$ cat src/rtl/block_serial_subtractor_pkg.sv
// Shared types and constants for the block-serial subtractor.
// The optional overflow output is enabled by defining BLOCK_SERIAL_SUBTRACTOR_OVF_EN.
package block_serial_subtractor_pkg;

   typedef enum logic [1:0] {
      IDLE = 2'd0,
      RUN  = 2'd1,
      DONE = 2'd2
   } state_t;

   localparam int WIDTH_DEF = 32;
   localparam int BLOCK_DEF = 4;
   localparam int NBLK_DEF  = WIDTH_DEF / BLOCK_DEF;

   // Slice counter width; never below one bit so the counter stays declarable.
   function automatic int cnt_width(input int nblk);
      return (nblk > 1) ? $clog2(nblk) : 1;
   endfunction

   localparam int CNT_W_DEF = cnt_width(NBLK_DEF);

endpackage

$ cat src/rtl/block_serial_subtractor_if.sv
// Operand/result channels of the block-serial subtractor.
// Ovf exists only when BLOCK_SERIAL_SUBTRACTOR_OVF_EN is defined.
interface block_serial_subtractor_if #(
   parameter int WIDTH = block_serial_subtractor_pkg::WIDTH_DEF
);
   // Both channels: a transfer happens on a rising clk edge where valid && ready.
   // The source holds valid and its payload steady until that edge; ready may
   // change freely and never depends combinationally on valid.
   logic             in_valid;
   logic             in_ready;
   logic [WIDTH-1:0] A;
   logic [WIDTH-1:0] B;
   logic             Bin;
   logic             out_valid;
   logic             out_ready;
   logic [WIDTH-1:0] Diff;
   logic             Bout;
`ifdef BLOCK_SERIAL_SUBTRACTOR_OVF_EN
   logic             Ovf;

   modport master (
      output in_valid, A, B, Bin, out_ready,
      input  in_ready, out_valid, Diff, Bout, Ovf
   );

   modport slave (
      input  in_valid, A, B, Bin, out_ready,
      output in_ready, out_valid, Diff, Bout, Ovf
   );
`else
   modport master (
      output in_valid, A, B, Bin, out_ready,
      input  in_ready, out_valid, Diff, Bout
   );

   modport slave (
      input  in_valid, A, B, Bin, out_ready,
      output in_ready, out_valid, Diff, Bout
   );
`endif

endinterface

$ cat src/rtl/block_serial_subtractor_sub_skip_block.sv
// One BLOCK-bit ripple-borrow slice with a skip mux: when every bit propagates,
// the slice borrow-out is taken straight from the borrow-in.
module sub_skip_block #(
   parameter int BLOCK = 4
) (
   input  logic [BLOCK-1:0] a,
   input  logic [BLOCK-1:0] b,
   input  logic             bin,
   output logic [BLOCK-1:0] d,
   output logic             bout
);

   logic [BLOCK:0]   chain;
   logic [BLOCK-1:0] prop;

   always_comb begin
      chain    = '0;
      prop     = '0;
      d        = '0;
      chain[0] = bin;
      for (int i = 0; i < BLOCK; i++) begin
         prop[i]      = ~(a[i] ^ b[i]);
         d[i]         = a[i] ^ b[i] ^ chain[i];
         // generate when a=0,b=1; otherwise pass the incoming borrow on a match
         chain[i + 1] = (~a[i] & b[i]) | (prop[i] & chain[i]);
      end
      bout = (&prop) ? bin : chain[BLOCK];
   end

endmodule

$ cat src/rtl/block_serial_subtractor.sv
// Multi-cycle A - B - Bin, one BLOCK-bit slice per clock, LSB slice first.
// Optional Ovf output enabled by defining BLOCK_SERIAL_SUBTRACTOR_OVF_EN.
module block_serial_subtractor
   import block_serial_subtractor_pkg::*;
#(
   parameter int WIDTH = WIDTH_DEF,
   parameter int BLOCK = BLOCK_DEF
) (
   input  logic                      clk,
   input  logic                      rst,
   block_serial_subtractor_if.slave  bus,
   output state_t                    state_dbg
);

   // Requires WIDTH an integer multiple of BLOCK with at least two slices.
   localparam int NBLK  = WIDTH / BLOCK;
   localparam int CNT_W = cnt_width(NBLK);
   localparam logic [CNT_W-1:0] LAST_CNT = CNT_W'(NBLK - 1);

   state_t           state_q;
   state_t           state_d;
   logic [CNT_W-1:0] cnt_q;
   logic [WIDTH-1:0] a_q;
   logic [WIDTH-1:0] b_q;
   logic             borrow_q;
   logic [WIDTH-1:0] diff_q;
   logic             bout_q;
   logic             in_ready_c;
   logic             out_valid_c;
   logic             accept;
   logic             last_slice;
   logic [BLOCK-1:0] slice_d;
   logic             slice_bout;

   // ---------------- control FSM ----------------
   always_ff @(posedge clk) begin
      if (rst) state_q <= IDLE;
      else     state_q <= state_d;
   end

   always_comb begin
      state_d     = state_q;
      in_ready_c  = 1'b0;
      out_valid_c = 1'b0;
      case (state_q)
         IDLE: begin
            in_ready_c = 1'b1;
            if (bus.in_valid) state_d = RUN;
         end
         RUN: begin
            if (cnt_q == LAST_CNT) state_d = DONE;
         end
         DONE: begin
            out_valid_c = 1'b1;
            if (bus.out_ready) state_d = IDLE;
         end
         default: state_d = IDLE;
      endcase
   end

   assign accept     = (state_q == IDLE) && bus.in_valid;
   assign last_slice = (state_q == RUN) && (cnt_q == LAST_CNT);

   // ---------------- slice datapath ----------------
   // Operands shift right each cycle so the active slice always sits in the LSBs;
   // difference bits shift in from the top and land aligned after NBLK steps.
   sub_skip_block #(.BLOCK(BLOCK)) u_slice (
      .a    (a_q[BLOCK-1:0]),
      .b    (b_q[BLOCK-1:0]),
      .bin  (borrow_q),
      .d    (slice_d),
      .bout (slice_bout)
   );

   always_ff @(posedge clk) begin
      if (rst) begin
         cnt_q    <= '0;
         a_q      <= '0;
         b_q      <= '0;
         borrow_q <= 1'b0;
         diff_q   <= '0;
         bout_q   <= 1'b0;
      end else if (accept) begin
         cnt_q    <= '0;
         a_q      <= bus.A;
         b_q      <= bus.B;
         borrow_q <= bus.Bin;
      end else if (state_q == RUN) begin
         cnt_q    <= cnt_q + 1'b1;
         a_q      <= a_q >> BLOCK;
         b_q      <= b_q >> BLOCK;
         borrow_q <= slice_bout;
         diff_q   <= {slice_d, diff_q[WIDTH-1:BLOCK]};
         if (last_slice) bout_q <= slice_bout;
      end
   end

`ifdef BLOCK_SERIAL_SUBTRACTOR_OVF_EN
   logic ovf_q;

   // On the last slice the LSBs of a_q/b_q hold the original operand MSBs.
   always_ff @(posedge clk) begin
      if (rst) begin
         ovf_q <= 1'b0;
      end else if (last_slice) begin
         ovf_q <= (a_q[BLOCK-1] != b_q[BLOCK-1]) && (slice_d[BLOCK-1] != a_q[BLOCK-1]);
      end
   end

   assign bus.Ovf = ovf_q;
`endif

   assign bus.in_ready  = in_ready_c;
   assign bus.out_valid = out_valid_c;
   assign bus.Diff      = diff_q;
   assign bus.Bout      = bout_q;
   assign state_dbg     = state_q;

endmodule

$ cat src/flat_wrapper.sv
// flat-port wrapper written by rule: the top's interface ports become plain ports
module block_serial_subtractor_flat import block_serial_subtractor_pkg::*;
#(
   parameter int WIDTH = WIDTH_DEF,
   parameter int BLOCK = BLOCK_DEF
)
  (clk, rst, state_dbg, bus_in_valid, bus_A, bus_B, bus_Bin, bus_out_ready, bus_in_ready, bus_out_valid, bus_Diff, bus_Bout);
  block_serial_subtractor_if #(.WIDTH(WIDTH)) bus_i ();
  input  logic clk;
  input  logic rst;
  output state_t state_dbg;
  input wire logic [$bits(bus_i.in_valid)-1:0] bus_in_valid;
  input wire logic [$bits(bus_i.A)-1:0] bus_A;
  input wire logic [$bits(bus_i.B)-1:0] bus_B;
  input wire logic [$bits(bus_i.Bin)-1:0] bus_Bin;
  input wire logic [$bits(bus_i.out_ready)-1:0] bus_out_ready;
  output wire logic [$bits(bus_i.in_ready)-1:0] bus_in_ready;
  output wire logic [$bits(bus_i.out_valid)-1:0] bus_out_valid;
  output wire logic [$bits(bus_i.Diff)-1:0] bus_Diff;
  output wire logic [$bits(bus_i.Bout)-1:0] bus_Bout;
  assign bus_i.in_valid = bus_in_valid;
  assign bus_i.A = bus_A;
  assign bus_i.B = bus_B;
  assign bus_i.Bin = bus_Bin;
  assign bus_i.out_ready = bus_out_ready;
  assign bus_in_ready = bus_i.in_ready;
  assign bus_out_valid = bus_i.out_valid;
  assign bus_Diff = bus_i.Diff;
  assign bus_Bout = bus_i.Bout;
  block_serial_subtractor #(.WIDTH(WIDTH), .BLOCK(BLOCK)) u_core (.clk(clk), .rst(rst), .bus(bus_i), .state_dbg(state_dbg));
endmodule
$ cat config.mk
export PLATFORM = sky130hd
export DESIGN_NAME = block_serial_subtractor_flat
export DESIGN_NICKNAME = d
export VERILOG_FILES = /design/src/rtl/block_serial_subtractor_pkg.sv /design/src/rtl/block_serial_subtractor_if.sv /design/src/rtl/block_serial_subtractor_sub_skip_block.sv /design/src/rtl/block_serial_subtractor.sv /design/src/flat_wrapper.sv
export SDC_FILE = /design/constraint.sdc
export NUM_CORES = 1
export LEC_CHECK = 0
export BUFFER_PORTS_ARGS = -buffer_cell sky130_fd_sc_hd__buf_2
export CAP_MARGIN = 10
export CORE_ASPECT_RATIO = 0.8
export CORE_MARGIN = 2
export CORE_UTILIZATION = 49
export DETAILED_ROUTE_END_ITERATION = 10
export PLACE_DENSITY_LB_ADDON = 0.1
export SETUP_SLACK_MARGIN = 0.3
export SLEW_MARGIN = 20
export SYNTH_ARGS = -nofsm -noshare
export SYNTH_HDL_FRONTEND = slang
export SYNTH_SLANG_ARGS = --single-unit
$ cat constraint.sdc
create_clock -name clk -period 2.2 [get_ports clk]
set_input_delay 0.22 -clock clk [delete_from_list [all_inputs] [get_ports clk]]
set_output_delay 0.22 -clock clk [all_outputs]
set_load 0.005 [all_outputs]
==> impl_metrics.tcl, run 1 <==
set metrics [dict create \
    ys_async_sr_fraction_pct 0 \
    dp_hpwl_mm 7.99 \
    arrival_ns 2.24 \
    drv_cap 0 \
    hold_start "bus_A[31]" \
    synth_edf_count 0 \
    grt_pass1_wl_mm 19.4 \
    multi_input_area_sq_mm 0.00249 \
    final_hold_viol_count 0 \
    startpoint_type "register" \
    pwr_density_cell_mw_per_mm2 748 \
    critPathKind "reg -> reg" \
    area_growth_pct 18.0 \
    finalWorstSetupSlack_ns 0.159 \
    tns_ns 0 \
    dieHeight_um 93.4 \
    vias 4036 \
    r2r_slack_ns 0.16 \
    track_usage_pct 22.6 \
    total_power_mw 4.32 \
    die-width_um 116 \
    syn_area_per_cell_sq_um 9.16 \
    coreArea_sq_mm 0.00969 \
    drive_gt1_share_pct 35.4 \
    crit_fanout 2 \
    path_clk_slew_ns 0.06 \
    clock_sinks 103 \
    synth_fp_nets 613 \
    num_antenna_cells 0 \
    synthFlopType "dfxtp_1" \
    switching_share_pct 26.0 \
    setup_viol 0 \
    p_seq_share_pct 48.0 \
    critPathLaunch "u_core.b_q[0]" \
    drt_first_pass_iters 4 \
    power_switching_mw 1.12 \
    max-slew-margin-rel_pct 65.0 \
    layout_common_cells "104 x buf_2, 101 x nor2_1, 100 x dfxtp_1" \
    leakagePower_nw 2.32 \
    synth.distinct_cells 35 \
    root_buffer "clkbuf_16" \
    seq_area_frac_synth_pct 42.2 \
    dp_cells 739 \
    detail_route.wl_per_cell_um 15.6 \
    grt_max_degree 39 \
    synth_cells 534 \
    hp-class "in -> reg" \
    period_share_pct 92.8 \
    postRouteAntennaNets 0 \
    fmaxAchievable_ghz 0.490 \
    rr_worst_depth 9 \
    status "complete, no violations" \
    cts_max_level 3 \
    viasPerCell 5.33 \
    grt_pass1_vias 3929 \
    num_io_pins 106 \
    cp-endpoint "u_core.bus.Diff[31]" \
    clockBufferDepth 2 \
    synth_area_sq_mm 0.00489 \
    numCtsBuffers 9 \
    min_period_ns 2.04 \
    cts_tree "built" \
    yosysWarningCount 0 \
    rsz0062_at_grt "true" \
    r2r_start "u_core.b_q[0]" \
    dieArea_sq_mm 0.0108 \
    fillers 897 \
    skew_ns 0.00521 \
    stdcell_count 757 \
    clkPwrFrac_pct 35.9 \
    initial_utilization_pct 50.5 \
    end_kind "register" \
    io_buffers 105 \
    rr_endpoint "u_core.bus.Diff[31]" \
    drtIter0Drc 239 \
    drt_wl_total_mm 11.8 \
    num_rows 32 \
    place_congestion 0.822 \
    seqCellArea_sq_mm 0.00207 \
    layout_commonest_cell "buf_2" \
    synth-seq-cells 103 \
    drc 0 \
    p_int_mw 3.19 \
    ir_worst_vdd_mv 0.489 \
    tightest_slew_ns 0.526 \
    cp.required_ns 2.40 \
    power_frac_comb_pct 16.1 \
    layout.nets 697 \
    report.final.slew_viol_count 0 \
    antenna_found_initial 0 \
    dpl_worst_slack_ns 0.118 \
    clk_latency_ns 0.34 \
    grt_overflow_total 0 \
]
[repair_timing]
action,CTS,global route
endpoints found under the setup margin,3,3
resized for setup,2,0
pin swaps,1,1
cloned,0,0
hold buffers,0,0
setup buffers,3,1
[stage by stage]
stage               instance area, sq um  hold WS (ns)  utilization, %
finish                              5770         0.116            59.6
detailed placement                  5460         0.443            56.3
floorplan                           4900         0.356               -
global placement                    5460         0.440            56.3
CTS                                 5760         0.102            59.5
global route                        5770         0.122            59.6
[logic make-up (layout without fill, tap and decap cells)]
logic type	after synthesis	count (layout)	synth area share (%)
mux	3	3	0.614
fa+ha+maj	10	10	3.17
buf+inv	66	153	7.14
compound gates	159	159	30.9
simple gates	192	192	15.8
xor+xnor	1	1	0.179
flops	103	103	42.2
[cells in the mapped netlist, types with 5 or more instances]
master     number  area (sq um)
o2bb2ai_1      38           333
clkbuf_1       16          60.1
a21oi_1        39           195
inv_1          11          41.3
nand3_1         9          45.0
nand2_1        68           255
dfxtp_1       103          2060
a221oi_2        5          75.1
a211oi_2       50           626
o2bb2ai_2      10           150
ha_1            6          75.1
nor2_1        101           379
o22ai_1         8          50.1
buf_2          18          90.1
buf_4          19           143
[per-layer routing]
metal	vias up	part of all wire, %	wire (um)	track usage (%)
li1	2029	-	-	-
met1	1916	50	5830	32.4
met2	86	45	5310	35.2
met3	5	4.8	567	5.44
met4	0	0.58	68	3.87
met5	-	0	0	0
[critical path, cell delays in order (launching register included)]
cell and delay [ns]:
dfxtp_2 0.32, inv_2 0.07, fa_2 0.20, inv_2 0.04
fa_2 0.33, fa_2 0.34, inv_2 0.07, fa_2 0.42
nand2_1 0.08, a21oi_1 0.06
[layout make-up]
type                       instances  share of cell area, %
multi-input combinational        365                   43.2
clock buffer                      13                   4.34
timing repair buffer             127                   12.4
clock inverter                     1                  0.520
tap                              136                   2.95
sequential                       103                   35.8
inverter                          12                  0.781
[power by group through the flow]
| stage | registers [mW] | clock network (mW) | logic, mW |
|---|---|---|---|
| global route | 2.09 | 1.67 | 0.768 |
| detailed placement | 2.11 | 0 | 0.678 |
| global placement | 2.11 | 0 | 0.663 |
| floorplan | 2.09 | 0 | 0.511 |
| finish | 2.07 | 1.55 | 0.693 |
| CTS | 2.07 | 1.59 | 0.696 |
[how the worst min path moves through the flow]
stage | endpoint | slack (ns) | cells after the start
detailed placement | u_core.bus.Diff[2] | 0.44 | 2
floorplan | u_core.a_q[28] | 0.36 | 2
finish | u_core.a_q[31] | 0.12 | 3
global placement | u_core.bus.Diff[3] | 0.44 | 2
global route | u_core.a_q[31] | 0.12 | 3
CTS | u_core.a_q[31] | 0.10 | 3
[state kept, by name (all words and copies together) (netlist names)]
signal            flops
u_core.bus.Bout       1
u_core.b_q           32
u_core.state_dbg      2
u_core.borrow_q       1
u_core.bus.Diff      32
u_core.cnt_q          3
u_core.a_q           32
(Power assumes the default switching activity.)
==> run 2: changes to the inputs <==
CELL_PAD_IN_SITES_DETAIL_PLACEMENT = 0   (was not set)
CELL_PAD_IN_SITES_GLOBAL_PLACEMENT = 1   (was not set)
CORE_UTILIZATION = 37   (was 49)
==> run 2 against run 1 <==
Effect of this change: setup slack improved by 0.023 ns; routed wire length is 5.3% higher; final cell count is 4.8% higher; via count fell by 0.15%; largest cell class unchanged; largest power group unchanged.
==> impl_metrics.tcl, run 2 (synthesis results as in run 1) <==
set metrics [dict create \
    status "complete, no violations" \
    drt_wl_total_mm 12.4 \
    clock_sinks 103 \
    place_congestion 0.789 \
    layout_common_cells "104 x buf_2, 101 x nor2_1, 100 x dfxtp_1" \
    dieHeight_um 107 \
    p_seq_share_pct 48.8 \
    postRouteAntennaNets 0 \
    cp.required_ns 2.40 \
    tns_ns 0 \
    grt_pass1_vias 3837 \
    grt_overflow_total 0 \
    rr_worst_depth 9 \
    power_switching_mw 1.17 \
    drtIter0Drc 256 \
    num_antenna_cells 0 \
    post-route-util_pct 45.2 \
    fmaxAchievable_ghz 0.496 \
    grt_max_degree 50 \
    startpoint_type "register" \
    power_frac_comb_pct 16.2 \
    crit_fanout 2 \
    clockBufferDepth 2 \
    end_kind "register" \
    met2_length_mm 5.50 \
    dpl_worst_slack_ns 0.119 \
    cts_tree "built" \
    tightest_slew_ns 0.647 \
    drc 0 \
    die-width_um 133 \
    critical_path.cell_chain "inv_2 > fa_2 > inv_2 > fa_2 > fa_2 > inv_2 > fa_2 > nand2_1 > a21oi_1" \
    critPathKind "reg -> reg" \
    final_hold_viol_count 0 \
    ir_worst_vdd_mv 0.405 \
    report.final.slew_viol_count 0 \
    p_int_mw 3.09 \
    detail_route.wl_per_cell_um 15.6 \
    setup_viol 0 \
    dieArea_sq_mm 0.0142 \
    num_io_pins 106 \
    whs_path_depth 3 \
    max-slew-margin-rel_pct 56.9 \
    io_buffers 105 \
    finalWorstSetupSlack_ns 0.182 \
    clkPwrFrac_pct 35.1 \
    layout.nets 692 \
    coreArea_sq_mm 0.0129 \
    path_buf_inv 3 \
    grt_pass1_wl_mm 20.2 \
    hp-class "in -> reg" \
    min_period_ns 2.02 \
    period_share_pct 91.7 \
    numCtsBuffers 9 \
    area_growth_pct 19.0 \
    layout_commonest_cell "buf_2" \
    antenna_found_initial 0 \
    path_clk_slew_ns 0.07 \
    top_layer_used "met4" \
    critPathTopFamily "adder cells" \
    dr_wl_met3_um 481 \
    pwr_density_cell_mw_per_mm2 732 \
    num_rows 37 \
    cp_num_cells 9 \
    wl_met1_mm 6.29 \
    leakagePower_nw 2.30 \
    switching_share_pct 27.5 \
    initial_utilization_pct 38.0 \
    critPathMaxStageDelay_ns 0.41 \
    root_buffer "clkbuf_16" \
    arrival_ns 2.22 \
    track_usage_pct 17.8 \
    cts_max_level 3 \
    dp_hpwl_mm 8.37 \
    drive_gt1_share_pct 35.6 \
    viasPerCell 5.08 \
    skew_ns 0.00766 \
    rsz0062_at_grt "true" \
    drv_cap 0 \
    vias 4030 \
    cp_slowest_cell "fa_2" \
    drt_first_pass_iters 4 \
    clk_latency_ns 0.34 \
    critPathMostFrequentCell "fa_2" \
]
[run 2: tightest hold or removal path, stage by stage]
cell	delay (ns)
buf_2	0.10
nand2_1	0.04
a21oi_1	0.05
[run 2: path summary, 6_finish.rpt]
| kind | from | to | slack [ns] |
|---|---|---|---|
| hold / removal | bus_A[30] | u_core.a_q[30] | 0.11 |
| setup / recovery | u_core.borrow_q | u_core.bus.Diff[31] | 0.18 |
| setup reg to reg | u_core.borrow_q | u_core.bus.Diff[31] | 0.18 |
| hold reg to reg | u_core.bus.Diff[0] | u_core.bus.Diff[0] | 0.45 |
[run 2: timing repair]
action	4_1_cts	5_1_grt
gates resized for setup	2	1
buffers inserted	3	0
hold buffers	0	0
setup endpoints to repair	3	4
pin swaps	5	2
gates cloned	0	0
[run 2: power groups by stage]
stage	Clock, mW	Combinational, mW	Sequential, mW
2_1_floorplan	0	0.511	2.09
3_3_place_gp	0	0.679	2.12
3_5_place_dp	0	0.680	2.12
4_1_cts	1.55	0.699	2.08
5_1_grt	1.61	0.772	2.09
6_report	1.49	0.688	2.08
[run 2: area by class of cell]
class                           count  area, sq um
Clock inverter                      5         33.8
Multi-Input combinational cell    365         2490
Sequential cell                   103         2070
Tap cell                          175          219
Timing Repair Buffer              122          718
Fill cell                        1312         7050
Inverter                           12         45.0
Clock buffer                       11          243
[run 2: stage by stage]
step | area [sq um] | instances | total power, mW | hold slack, ns
6_report | 5820 | 793 | 4.26 | 0.111
2_1_floorplan | 4900 | 534 | 2.60 | 0.356
3_5_place_dp | 5510 | 774 | 2.80 | 0.446
5_1_grt | 5820 | 793 | 4.48 | 0.106
3_3_place_gp | 5510 | 774 | 2.80 | 0.442
4_1_cts | 5820 | 793 | 4.32 | 0.0968
[run 2: routing by layer]
metal | vias up | track usage, %
met2 | 85 | 26.8
li1 | 2030 | -
met5 | - | 0
met4 | 0 | 4.45
met3 | 11 | 3.97
met1 | 1904 | 25.7
==> run 3: changes to the inputs <==
CORE_UTILIZATION = 41   (was 37)
clock period = 2.1 ns   (was 2.2 ns; I/O delays follow)
==> run 3 against run 2 <==
Effect of this change: utilization is 5.6 points higher; clock power is 22% higher; first-iteration DRC count stayed put; fmax is 0.67% lower; global-route usage is 1.7 points higher; non-clock buffer count is 5 higher; combinational power is 8.6% higher; largest power group unchanged; critical endpoint unchanged.
==> impl_metrics.tcl, run 3 (synthesis results as in run 1) <==
set metrics [dict create \
    skew_ns 0.00887 \
    antenna_found_initial 0 \
    clk_latency_ns 0.35 \
    post-route-util_pct 50.8 \
    stdcell_count 771 \
    die-width_um 126 \
    cts_max_level 3 \
    hp-class "in -> reg" \
    grt_pass1_vias 3953 \
    total_power_mw 4.74 \
    track_usage_pct 19.4 \
    rsz0062_at_grt "true" \
    critPathTopFamily "adder cells" \
    critPathMaxStageDelay_ns 0.42 \
    holdBufCountCts 0 \
    coreArea_sq_mm 0.0116 \
    num_rows 35 \
    grt_pass1_wl_mm 20.1 \
    vias 4026 \
    grt_max_degree 57 \
    report.final.slew_viol_count 0 \
    dieHeight_um 102 \
    status "complete, no violations" \
    drt_first_pass_iters 4 \
    r2r_slack_ns 0.07 \
    cp.required_ns 2.31 \
    leakagePower_nw 2.35 \
    setup_viol 0 \
    initial_utilization_pct 42.3 \
    critPathMostFrequentCell "fa_2" \
    seqCellArea_sq_mm 0.00207 \
    postRouteAntennaNets 0 \
    root_buffer "clkbuf_16" \
    grt_overflow_total 0 \
    period_share_pct 96.7 \
    final_hold_viol_count 0 \
    cp_slowest_cell "fa_2" \
    drt_wl_total_mm 12.4 \
    tightest_slew_ns 0.537 \
    crit_fanout 2 \
    path_buf_inv 3 \
    dp_hpwl_mm 8.05 \
    critPathKind "reg -> reg" \
    ir_worst_vdd_mv 0.387 \
    r2r_start "u_core.borrow_q" \
    drtIter0Drc 256 \
    pwr_density_cell_mw_per_mm2 807 \
    min_period_ns 2.03 \
    area_growth_pct 20.0 \
    multi_input_area_sq_mm 0.00249 \
    fillers 1146 \
    drc 0 \
    viasPerCell 5.22 \
    dieArea_sq_mm 0.0128 \
    layout_common_cells "104 x buf_2, 101 x nor2_1, 100 x dfxtp_1" \
    drv_cap 0 \
    critical_path.cell_chain "inv_2 > fa_2 > inv_2 > fa_2 > fa_2 > inv_2 > fa_2 > nand2_2 > a21oi_1" \
    io_buffers 105 \
    detail_route.wl_per_cell_um 16.0 \
    num_antenna_cells 0 \
    numCtsBuffers 9 \
    arrival_ns 2.24 \
    num_io_pins 106 \
    startpoint_type "register" \
    clockBufferDepth 2 \
    drive_gt1_share_pct 36.3 \
    path_clk_slew_ns 0.07 \
    cts_tree "built" \
    max-slew-margin-rel_pct 64.1 \
    hold_start "bus_A[31]" \
    layout.nets 697 \
    dp_cells 749 \
    critPathLaunch "u_core.borrow_q" \
    end_kind "register" \
    fmaxAchievable_ghz 0.492 \
    clock_sinks 103 \
    layout_commonest_cell "buf_2" \
    place_congestion 0.818 \
]
run 3: final timing paths:
| kind | cells after the start | to |
|---|---|---|
| worst max-delay path | 9 | u_core.bus.Diff[31] |
| worst min-delay path | 3 | u_core.a_q[31] |
| worst max register to register | 9 | u_core.bus.Diff[31] |
| worst min register to register | 2 | u_core.bus.Diff[3] |
run 3: area by class of cell:
type | count | area share [%]
inverters | 12 | 0.768
clock inverters | 6 | 1.60
multi-input cells | 365 | 42.5
well taps | 148 | 3.16
clock buffers | 10 | 3.90
flip-flops and latches | 103 | 35.2
repair buffers | 127 | 12.9
run 3: metal layers:
layer / global-route usage [%] / wire length [um] / vias to the layer above
li1: - / - / 2035
met1: 27.8 / 6250 / 1894
met2: 29.8 / 5330 / 87
met3: 4.49 / 637 / 10
met4: 5.07 / 135 / 0
met5: 0 / 0 / -
run 3: tightest hold or removal path, delay by kind of cell:
kind | cells | cell delay (ns)
simple gates | 1 | 0.04
buf+inv | 1 | 0.09
compound gates | 1 | 0.05
run 3: timing repair:
item                       in CTS  in global routing
pin swaps                       4                  5
buffers inserted                3                  3
gates resized for setup         2                  1
setup endpoints to repair       3                  4
run 3: power by group:
| part | internal (mW) | switching (mW) | leakage (nW) |
|---|---|---|---|
| clock | 1.05 | 0.767 | 0.153 |
| combinational | 0.331 | 0.416 | 1.35 |
| sequential | 2.08 | 0.0875 | 0.848 |
run 3: through the flow:
stage | hold WS (ns) | setup WS [ns] | TNS [ns] | cell area [sq um]
final | 0.0938 | 0.0688 | 0 | 5870
after global placement | 0.439 | 0.0815 | 0 | 5500
after detailed placement | 0.446 | 0.00340 | 0 | 5500
after CTS | 0.0811 | 0.0318 | 0 | 5840
after floorplan | 0.346 | 0.148 | 0 | 4900
after global routing | 0.0860 | -0.0111 | -0.0111 | 5870
